File: src/rtl/rob_retire_2way.sv
// 2-way reorder buffer: dispatch up to 2/cycle, completion from two CDB lanes, in-order retire up to 2/cycle.
// Optional feature macro: ROB_BRANCH_FLUSH_EN (retire a mispredicted head alone and flush the buffer).
module rob_retire_2way #(
   parameter int  ROB_SIZE  = 32,
   parameter int  PHYS_BITS = 6,
   localparam int IDX_BITS  = $clog2(ROB_SIZE)
) (
   input  logic                     clk,
   input  logic                     reset,
   input  logic [1:0]               id_nDispatch,
   input  logic [2*PHYS_BITS-1:0]   id_destTag,
   input  logic [2*PHYS_BITS-1:0]   id_destTagOld,
   input  logic [1:0]               cdb_valid,
   input  logic [2*IDX_BITS-1:0]    cdb_robIdx,
   input  logic [1:0]               cdb_mispredict,
   output logic [2*IDX_BITS-1:0]    rob_tailIdx,
   output logic [1:0]               rob_availSlots,
   output logic [2*PHYS_BITS-1:0]   rob_retireTag,
   output logic [2*PHYS_BITS-1:0]   rob_retireTagOld,
   output logic [1:0]               rob_nRetired,
   output logic                     rob_flush
);

   localparam int CNT_W = IDX_BITS + 1;

   // Dispatch handshake: upstream may offer any id_nDispatch; only min(offer, rob_availSlots)
   // instructions are written, the rest are dropped, so upstream must stall on rob_availSlots.

   logic [IDX_BITS-1:0]  head_q, head_d, tail_q, tail_d;
   logic [CNT_W-1:0]     count_q, count_d;
   logic                 valid_q [ROB_SIZE];
   logic                 valid_d [ROB_SIZE];
   logic                 done_q  [ROB_SIZE];
   logic                 done_d  [ROB_SIZE];
   logic [PHYS_BITS-1:0] tag_q     [ROB_SIZE];
   logic [PHYS_BITS-1:0] tag_d     [ROB_SIZE];
   logic [PHYS_BITS-1:0] tag_old_q [ROB_SIZE];
   logic [PHYS_BITS-1:0] tag_old_d [ROB_SIZE];
`ifdef ROB_BRANCH_FLUSH_EN
   logic                 mispred_q [ROB_SIZE];
   logic                 mispred_d [ROB_SIZE];
`else
   logic                 unused_mispredict;
   assign unused_mispredict = ^cdb_mispredict;
`endif

   logic [IDX_BITS-1:0]  head_p1, tail_p1, cidx0, cidx1;
   logic [1:0]           avail, n_req, accepted, n_ret;
   logic                 r0, r1, flush;

   assign head_p1 = head_q + IDX_BITS'(1);
   assign tail_p1 = tail_q + IDX_BITS'(1);
   assign cidx0   = cdb_robIdx[IDX_BITS-1:0];
   assign cidx1   = cdb_robIdx[2*IDX_BITS-1:IDX_BITS];

   always_comb begin
      avail = 2'd2;
      if (count_q == CNT_W'(ROB_SIZE))
         avail = 2'd0;
      else if (count_q == CNT_W'(ROB_SIZE - 1))
         avail = 2'd1;
      n_req    = (id_nDispatch > 2'd2) ? 2'd2 : id_nDispatch;
      accepted = (n_req < avail) ? n_req : avail;

      r0    = valid_q[head_q] & done_q[head_q];
      r1    = r0 & valid_q[head_p1] & done_q[head_p1];
      flush = 1'b0;
`ifdef ROB_BRANCH_FLUSH_EN
      // A mispredicted head retires alone; anything younger is wrong-path.
      if (r0 && mispred_q[head_q]) begin
         r1    = 1'b0;
         flush = 1'b1;
      end
`endif
      n_ret = {1'b0, r0} + {1'b0, r1};
   end

   always_comb begin
      valid_d   = valid_q;
      done_d    = done_q;
      tag_d     = tag_q;
      tag_old_d = tag_old_q;
`ifdef ROB_BRANCH_FLUSH_EN
      mispred_d = mispred_q;
`endif
      head_d  = head_q + IDX_BITS'(n_ret);
      tail_d  = tail_q + IDX_BITS'(accepted);
      count_d = count_q + CNT_W'(accepted) - CNT_W'(n_ret);

      if (cdb_valid[0] && valid_q[cidx0]) begin
         done_d[cidx0] = 1'b1;
`ifdef ROB_BRANCH_FLUSH_EN
         mispred_d[cidx0] = cdb_mispredict[0];
`endif
      end
      if (cdb_valid[1] && valid_q[cidx1]) begin
         done_d[cidx1] = 1'b1;
`ifdef ROB_BRANCH_FLUSH_EN
         mispred_d[cidx1] = cdb_mispredict[1] |
                            (cdb_valid[0] && (cidx0 == cidx1) && cdb_mispredict[0]);
`endif
      end

      if (r0) begin
         valid_d[head_q] = 1'b0;
         done_d[head_q]  = 1'b0;
`ifdef ROB_BRANCH_FLUSH_EN
         mispred_d[head_q] = 1'b0;
`endif
      end
      if (r1) begin
         valid_d[head_p1] = 1'b0;
         done_d[head_p1]  = 1'b0;
`ifdef ROB_BRANCH_FLUSH_EN
         mispred_d[head_p1] = 1'b0;
`endif
      end

      // Dispatch targets are free entries, so they never collide with completes or retires.
      if (accepted != 2'd0) begin
         valid_d[tail_q]   = 1'b1;
         done_d[tail_q]    = 1'b0;
         tag_d[tail_q]     = id_destTag[PHYS_BITS-1:0];
         tag_old_d[tail_q] = id_destTagOld[PHYS_BITS-1:0];
`ifdef ROB_BRANCH_FLUSH_EN
         mispred_d[tail_q] = 1'b0;
`endif
      end
      if (accepted == 2'd2) begin
         valid_d[tail_p1]   = 1'b1;
         done_d[tail_p1]    = 1'b0;
         tag_d[tail_p1]     = id_destTag[2*PHYS_BITS-1:PHYS_BITS];
         tag_old_d[tail_p1] = id_destTagOld[2*PHYS_BITS-1:PHYS_BITS];
`ifdef ROB_BRANCH_FLUSH_EN
         mispred_d[tail_p1] = 1'b0;
`endif
      end

      if (flush) begin
         for (int i = 0; i < ROB_SIZE; i++) begin
            valid_d[i] = 1'b0;
            done_d[i]  = 1'b0;
`ifdef ROB_BRANCH_FLUSH_EN
            mispred_d[i] = 1'b0;
`endif
         end
         head_d  = '0;
         tail_d  = '0;
         count_d = '0;
      end
   end

   always_ff @(posedge clk or posedge reset) begin
      if (reset) begin
         head_q  <= '0;
         tail_q  <= '0;
         count_q <= '0;
         for (int i = 0; i < ROB_SIZE; i++) begin
            valid_q[i]   <= 1'b0;
            done_q[i]    <= 1'b0;
            tag_q[i]     <= '0;
            tag_old_q[i] <= '0;
`ifdef ROB_BRANCH_FLUSH_EN
            mispred_q[i] <= 1'b0;
`endif
         end
      end else begin
         head_q    <= head_d;
         tail_q    <= tail_d;
         count_q   <= count_d;
         valid_q   <= valid_d;
         done_q    <= done_d;
         tag_q     <= tag_d;
         tag_old_q <= tag_old_d;
`ifdef ROB_BRANCH_FLUSH_EN
         mispred_q <= mispred_d;
`endif
      end
   end

   assign rob_tailIdx      = {tail_p1, tail_q};
   assign rob_availSlots   = avail;
   assign rob_nRetired     = n_ret;
   assign rob_flush        = flush;
   assign rob_retireTag    = {r1 ? tag_q[head_p1] : '0, r0 ? tag_q[head_q] : '0};
   assign rob_retireTagOld = {r1 ? tag_old_q[head_p1] : '0, r0 ? tag_old_q[head_q] : '0};

endmodule

File: config.mk
export PLATFORM = sky130hd
export DESIGN_NAME = rob_retire_2way
export DESIGN_NICKNAME = d
export VERILOG_FILES = /design/src/rtl/rob_retire_2way.sv
export SDC_FILE = /design/constraint.sdc
export NUM_CORES = 2
export LEC_CHECK = 0
export ABC_AREA = 1
export CAP_MARGIN = 5
export CELL_PAD_IN_SITES_DETAIL_PLACEMENT = 2
export CELL_PAD_IN_SITES_GLOBAL_PLACEMENT = 2
export CORE_MARGIN = 4
export CORE_UTILIZATION = 39
export CTS_BUF_LIST = sky130_fd_sc_hd__clkbuf_8 sky130_fd_sc_hd__clkbuf_16
export CTS_CLUSTER_DIAMETER = 50
export CTS_CLUSTER_SIZE = 10
export DETAILED_ROUTE_END_ITERATION = 6
export HOLD_SLACK_MARGIN = 0.08
export PLACE_DENSITY_LB_ADDON = 0.15
export SYNTH_ARGS = -nofsm -noshare
export SYNTH_HDL_FRONTEND = slang
export SYNTH_SLANG_ARGS = --single-unit
File: constraint.sdc
create_clock -name clk -period 53 [get_ports clk]
set_clock_uncertainty 0.1 [all_clocks]
set_input_delay 13.25 -clock clk [delete_from_list [all_inputs] [get_ports clk]]
set_output_delay 13.25 -clock clk [all_outputs]
set_load 0.01 [all_outputs]
# [Word-level counts from Yosys, hierarchy flattened]
# Index checks and enable logic that the tools add are counted.
[op_classes] mux=72 n_eq_ne=3 n_shift=0 addsub=7 magnitude_cmp=14 multipliers=0 div_mod_pow=0 reduce_logical=9 bitwise_logic=23
[ops] cell="$bwmux W192" count=4
[ops] cell="$mux W192" count=4
[ops] cell="$mux W32" count=10
[ops] cell="$and A32 B32 Y32" count=6
[ops] cell="$not A32 Y32" count=4
[ops] cell="$or A32 B32 Y32" count=4
[ops] cell="$bmux W6 S5" count=4
[ops] cell="$mux W6" count=14
[ops] cell="$demux W6 S5" count=2
[ops] cell="$ge A6 B6 Y1 const B" count=6
[ops] cell="$lt A6 B1 Y1 const B" count=6
[ops] cell="$not A5 Y6" count=6
[ops] cell="$bmux W1 S5" count=6
[ops] cell="$demux W1 S5" count=6
[ops] cell="$mux W1" count=18
[ops] cell="$add A5 B1 Y5 const B" count=2
[ops] cell="$add A5 B2 Y5" count=2
[ops] cell="$logic_and A1 B1 Y1" count=8
[ops] cell="$mux W2" count=4
[ops] cell="$add A6 B2 Y6" count=1
[ops] cell="$eq A6 B5 Y1 const B" count=1
[ops] cell="$eq A6 B6 Y1 const B" count=1
[ops] cell="$sub A6 B2 Y6" count=1
[ops] cell="$and A1 B1 Y1" count=3
[ops] cell="5 further kinds" count=5
[word_totals] regBits=464 in_bits=42 mem_bits_ro=0 latchBits=0 mem_count=0 word_cells=259 out_inout_bits=39 ramBits=0

# [Logic depth before layout (Yosys ltp)]
[depth] ltp_word=17 ltp_mapped=32 depth_no_buf=23

# [Least setup slack after synthesis]
# No wires, ideal clock.
[synth_path] path_kind="flip-flop to output port" from="register head_q[1]" to="output port rob_nRetired[0]" t_arrival_ns=3.360 path_buffers=7 path_stages_with_launch=19 setup_slack_ns=36.290 cell_sequence="dfrtp_1 buf_4 inv_2 buf_2 buf_2 buf_1 ha_1 buf_2 buf_1 a21oi_1 o21ai_0 nand3_1 nand3_1 a21oi_2 nor2_8 nand2_2 buf_6 inv_1 ha_1"
[synth_between] elab_chain_len=8
[synth_rtl] item="from (decl)" line="29" rtl="logic [IDX_BITS-1:0] head_q, head_d, tail_q, tail_d;"
[synth_rtl] item="from (signal assigned)" line="155" rtl="head_q <= '0;"
[synth_rtl] item="from (signal assigned)" line="168" rtl="head_q <= head_d;"
[synth_rtl] item="$add A5 B1 Y5 / $not A5 Y6 (equally long branches)" line="51, 65"
[synth_rtl] item="$not A5 Y6 (not written as such) / $bmux W1 S5 (equally long branches)" line="66, 65"
[synth_rtl] item="$bmux W1 S5 / $mux W1 (equally long branches)" line="66, 65"
[synth_rtl] item="$mux W1, on equally long branches" line="66, 65"
[synth_rtl] item="$mux W1 (not written as such) / $and A1 B1 Y1 (equally long branches)" line="66, 65"
[synth_rtl] item="$and A1 B1 Y1 (2 in a row)" line="66" rtl="r1 = r0 & valid_q[head_p1] & done_q[head_p1];"
[synth_rtl] item="$add A1 B1 Y2 *" line="75" rtl="n_ret = {1'b0, r0} + {1'b0, r1};"
[synth_rtl] item="to (decl)" line="20" rtl="output logic [1:0] rob_nRetired,"
# Every way passes the cells marked *; elsewhere a longest branch is shown, timed or not. The select of a mux whose other input is x is not followed.

# [Worst setup path in the final report]
[layout_path] from="register head_q[1]" to="output port rob_retireTagOld[11]"
[layout_between] elab_chain_len=8
[layout_rtl] item="$add A5 B1 Y5 / $not A5 Y6 (equally long branches)" line="51, 65"
[layout_rtl] item="$not A5 Y6 (not written as such) / $bmux W1 S5 (equally long branches)" line="66, 186, 65"
[layout_rtl] item="$bmux W1 S5 / $mux W1 (equally long branches)" line="66, 65"
[layout_rtl] item="$mux W1, on equally long branches" line="66, 65"
[layout_rtl] item="$mux W1 (not written as such) / $and A1 B1 Y1 (equally long branches)" line="66, 65"
[layout_rtl] item="$and A1 B1 Y1 (2 in a row)" line="66"
[layout_rtl] item="$mux W6 *" line="186" rtl="assign rob_retireTagOld = {r1 ? tag_old_q[head_p1] : '0, r0 ? tag_old_q[head_q] : '0};"
[layout_rtl] item="to (decl)" line="19" rtl="output logic [2*PHYS_BITS-1:0] rob_retireTagOld,"
# Marked as above.

==> impl_metrics.ini <==
[power_and_ir_drop]
power_density_mw_per_mm2 = 82.78
power.share.clock_pct = 18.4
power_leakage_nw = 16.79
power_switching_mw = 1.612
power_frac_comb_pct = 58.5
finalPower_mw = 2.979
p_int_mw = 1.367
peakVddDrop_mv = 0.06125
swShare_pct = 54.11
seq_power_share_pct = 23.1

[route]
num_vias = 36800
drt_iter0_drc = 3750
avgViaCountPerCell = 6.445
drtAntennaViolNets = 0
wire_per_inst_um = 30.96
drc = 0
drt_wl_total_um = 176800
firstDrtPassIters = 5

[placement]
globalplace.congestion = 0.9882
place_area_mm2 = 0.03326
dp_hpwl_um = 114200
port_buffers = 77

[status]
status = finished clean

[sta]
finalSetupViolations = 0
fin_setup_tns_ns = 0
period_minus_slack_ns = 19.77
drv_slew = 0
maxSlewHeadroom_pct = 13.23
fin_crit_sh_pct = 37.31
rsz0062_at_grt = false
maxClockFrequency_mhz = 50.58
hold_violations = 0
worstMarginPinSlew_ns = 1.300
hold_slack_ns = 0.4480

[setup_path]
reg2reg_slack_ns = 45.84
rr_endpoint = count_q[5]
cp-endpoint = rob_retireTagOld[11]
cp_common_cell = nand3_1
worst_setup_path_end_kind = output pin
reg2regPathDepth = 23
worst_setup_path_start_kind = flip-flop
required_ns = 39.65
crit_path_max_incr_delay_ns = 0.73
path_class = reg -> out
regToRegStartpoint = head_q[1]
cp_slowest_cell = ha_4
cp_cell_sequence = inv_4 > ha_4 > inv_4 > nand3_1 > nand3_1 > nand3_1 > nand2_1 > nand2_1 > nand2_2 > nor2_8 > nand2_2 > nor3_1 > clkdlybuf4s50_1
cp-startpoint = head_q[1]
crit_fanout = 50
worstPathArrival_ns = 6.42

[cells_and_area]
nets = 4655
drive_gt1_share_pct = 7.331
layout_commonest_cell = nand2_1
final_area_mm2 = 0.03599
final_util_pct = 43.90
syn2layout_area_growth_pct = 11.58
final_cell_mix = nand2_1, a21oi_1, nor2_1, dfrtp_1, o21ai_0

[floorplan]
fp.dieH_um = 295.6
ios = 81
initial_core_util_pct = 39.34
core-area_mm2 = 0.08198
die_w_um = 295.6
row_count = 105
fp.dieArea_mm2 = 0.08737

[cts]
cts_resized = 0
clkTransAtPathRegs_ns = 0.06
cts_buffer_depth = 3
postCtsSetupBuffers = 0
root_buffer = clkbuf_16
htreeDepth = 3
cts-hold-fix-buffers = 0
clk_latency_ns = 0.64
tritoncts = done
cts_buffers = 78
numClockSinks = 464

[yosys]
ys.warnings.count = 0
synthMuxAreaShare_pct = 0
ys_types = 43
synth-seq-cells = 464
avgSynthCellArea_um2 = 6.822
synth_cells = 4728
synth_fp_nets = 4804
synthAdderAreaFrac_pct = 1.412
synth-simple-area-share_pct = 24.27
synth_top_family_by_area = compound AO/OA/AOI/OAI gates
ys_seq_area_share_pct = 36.00
synth_xor_area_share_pct = 0.3996
synth_compound_area_share_pct = 27.99
mappedNetlistArea_mm2 = 0.03225

[run]
drv_cap = 0

[grt]
grt_pass1_wl_um = 258400
track_usage_pct = 39.55
grt_pass1_vias = 38820
overflow = 0
antenna_found_initial = 4
grt_max_degree = 168

[min_path]
hold_class = reg -> reg
==> registers in the layout (all words and copies together), names as in the netlist <==
register	cells
tag_q	192
tail_q	5
valid_q	32
head_q	5
done_q	32
count_q	6
tag_old_q	192
==> per-layer routing <==
layer | GRT usage, % | vias up | share of wire (%)
met5 | 0 | - | 0
met4 | 25.02 | 0 | 7.3
met3 | 7.640 | 549 | 8.0
met2 | 62.08 | 1755 | 44
met1 | 50.25 | 18780 | 40
li1 | - | 15720 | -
==> cell usage after synthesis (all sizes together) <==
cell    number  share of area, %
a21oi      684                11
fa           4              0.25
ha          30               1.2
a211oi       1             0.023
nor3        30              0.50
clkbuf     197               2.3
a32oi       13              0.35
nor2       538               6.5
xnor2        3             0.081
a22o         4              0.11
dfrtp      464                36
nand3b       6              0.14
o211ai       8              0.19
nand3      152               2.9
a31oi       21              0.41
o22ai       98               1.9
o21ai      363               5.7
buf        191               3.2
xor2        10              0.32
inv        372               4.3
nand2     1119                13
nor4         1             0.019
a22oi      327               7.6
conb         1             0.012
nand4       51              0.99
a32o        36               1.1
clkinv       4             0.047
==> worst min path at each step <==
| stage | startpoint | endpoint | slack, ns | cells past startpoint |
|---|---|---|---|---|
| 3_5_place_dp | tag_old_q[48] | tag_old_q[48] | 0.44 | 2 |
| 6_report | tag_old_q[48] | tag_old_q[48] | 0.45 | 2 |
| 5_1_grt | tag_old_q[136] | tag_old_q[136] | 0.48 | 2 |
| 4_1_cts | tag_old_q[48] | tag_old_q[48] | 0.45 | 2 |
| 2_1_floorplan | count_q[0] | count_q[0] | 0.40 | 1 |
| 3_3_place_gp | tag_old_q[136] | tag_old_q[136] | 0.43 | 2 |
==> critical path: cells and delay by family (launching register included) <==
kind	cells	cell delay (ns)
AND/OR/NAND/NOR	9	2.53
buffers and inverters	3	1.86
adder cells (fa/ha/maj)	1	0.73
flip-flops	1	0.62
==> layout make-up <==
cell class / instances / area (µm²)
multi-input combinational: 3500 / 17490
clock inverter: 56 / 706.9
antenna: 2 / 5.005
fill: 9786 / 45990
sequential: 464 / 11620
clock buffer: 83 / 2021
timing repair buffer: 159 / 1376
inverter: 376 / 1436
tap: 1070 / 1339
==> cell families (layout without fill, tap and decap cells) <==
kind of cell | Yosys count | in the layout
and+or+nand+nor | 1897 | 1897
xor gates and xnor gates | 13 | 13
AOI/OAI and AO/OA | 1555 | 1555
other | 1 | 3
DFF | 464 | 464
buffers and inverters | 764 | 674
adders and majority gates | 34 | 34
==> power by group through the flow <==
stage                     clock network [mW]  logic, mW  registers [mW]
final                                  0.550       1.74           0.687
after global routing                   0.569       1.84           0.705
after CTS                              0.551       1.69           0.680
after detailed placement                   0       1.66           0.680
after global placement                     0       1.60           0.670
after floorplan                            0       1.07           0.621
==> stage by stage <==
stage / cells / setup WS (ns)
floorplan: 4728 / 26.71
global placement: 5569 / 34.07
detailed placement: 5569 / 34.00
CTS: 5708 / 33.31
global route: 5708 / 33.13
finish: 5710 / 33.23
No activity file was read; power rests on OpenSTA's default activity.
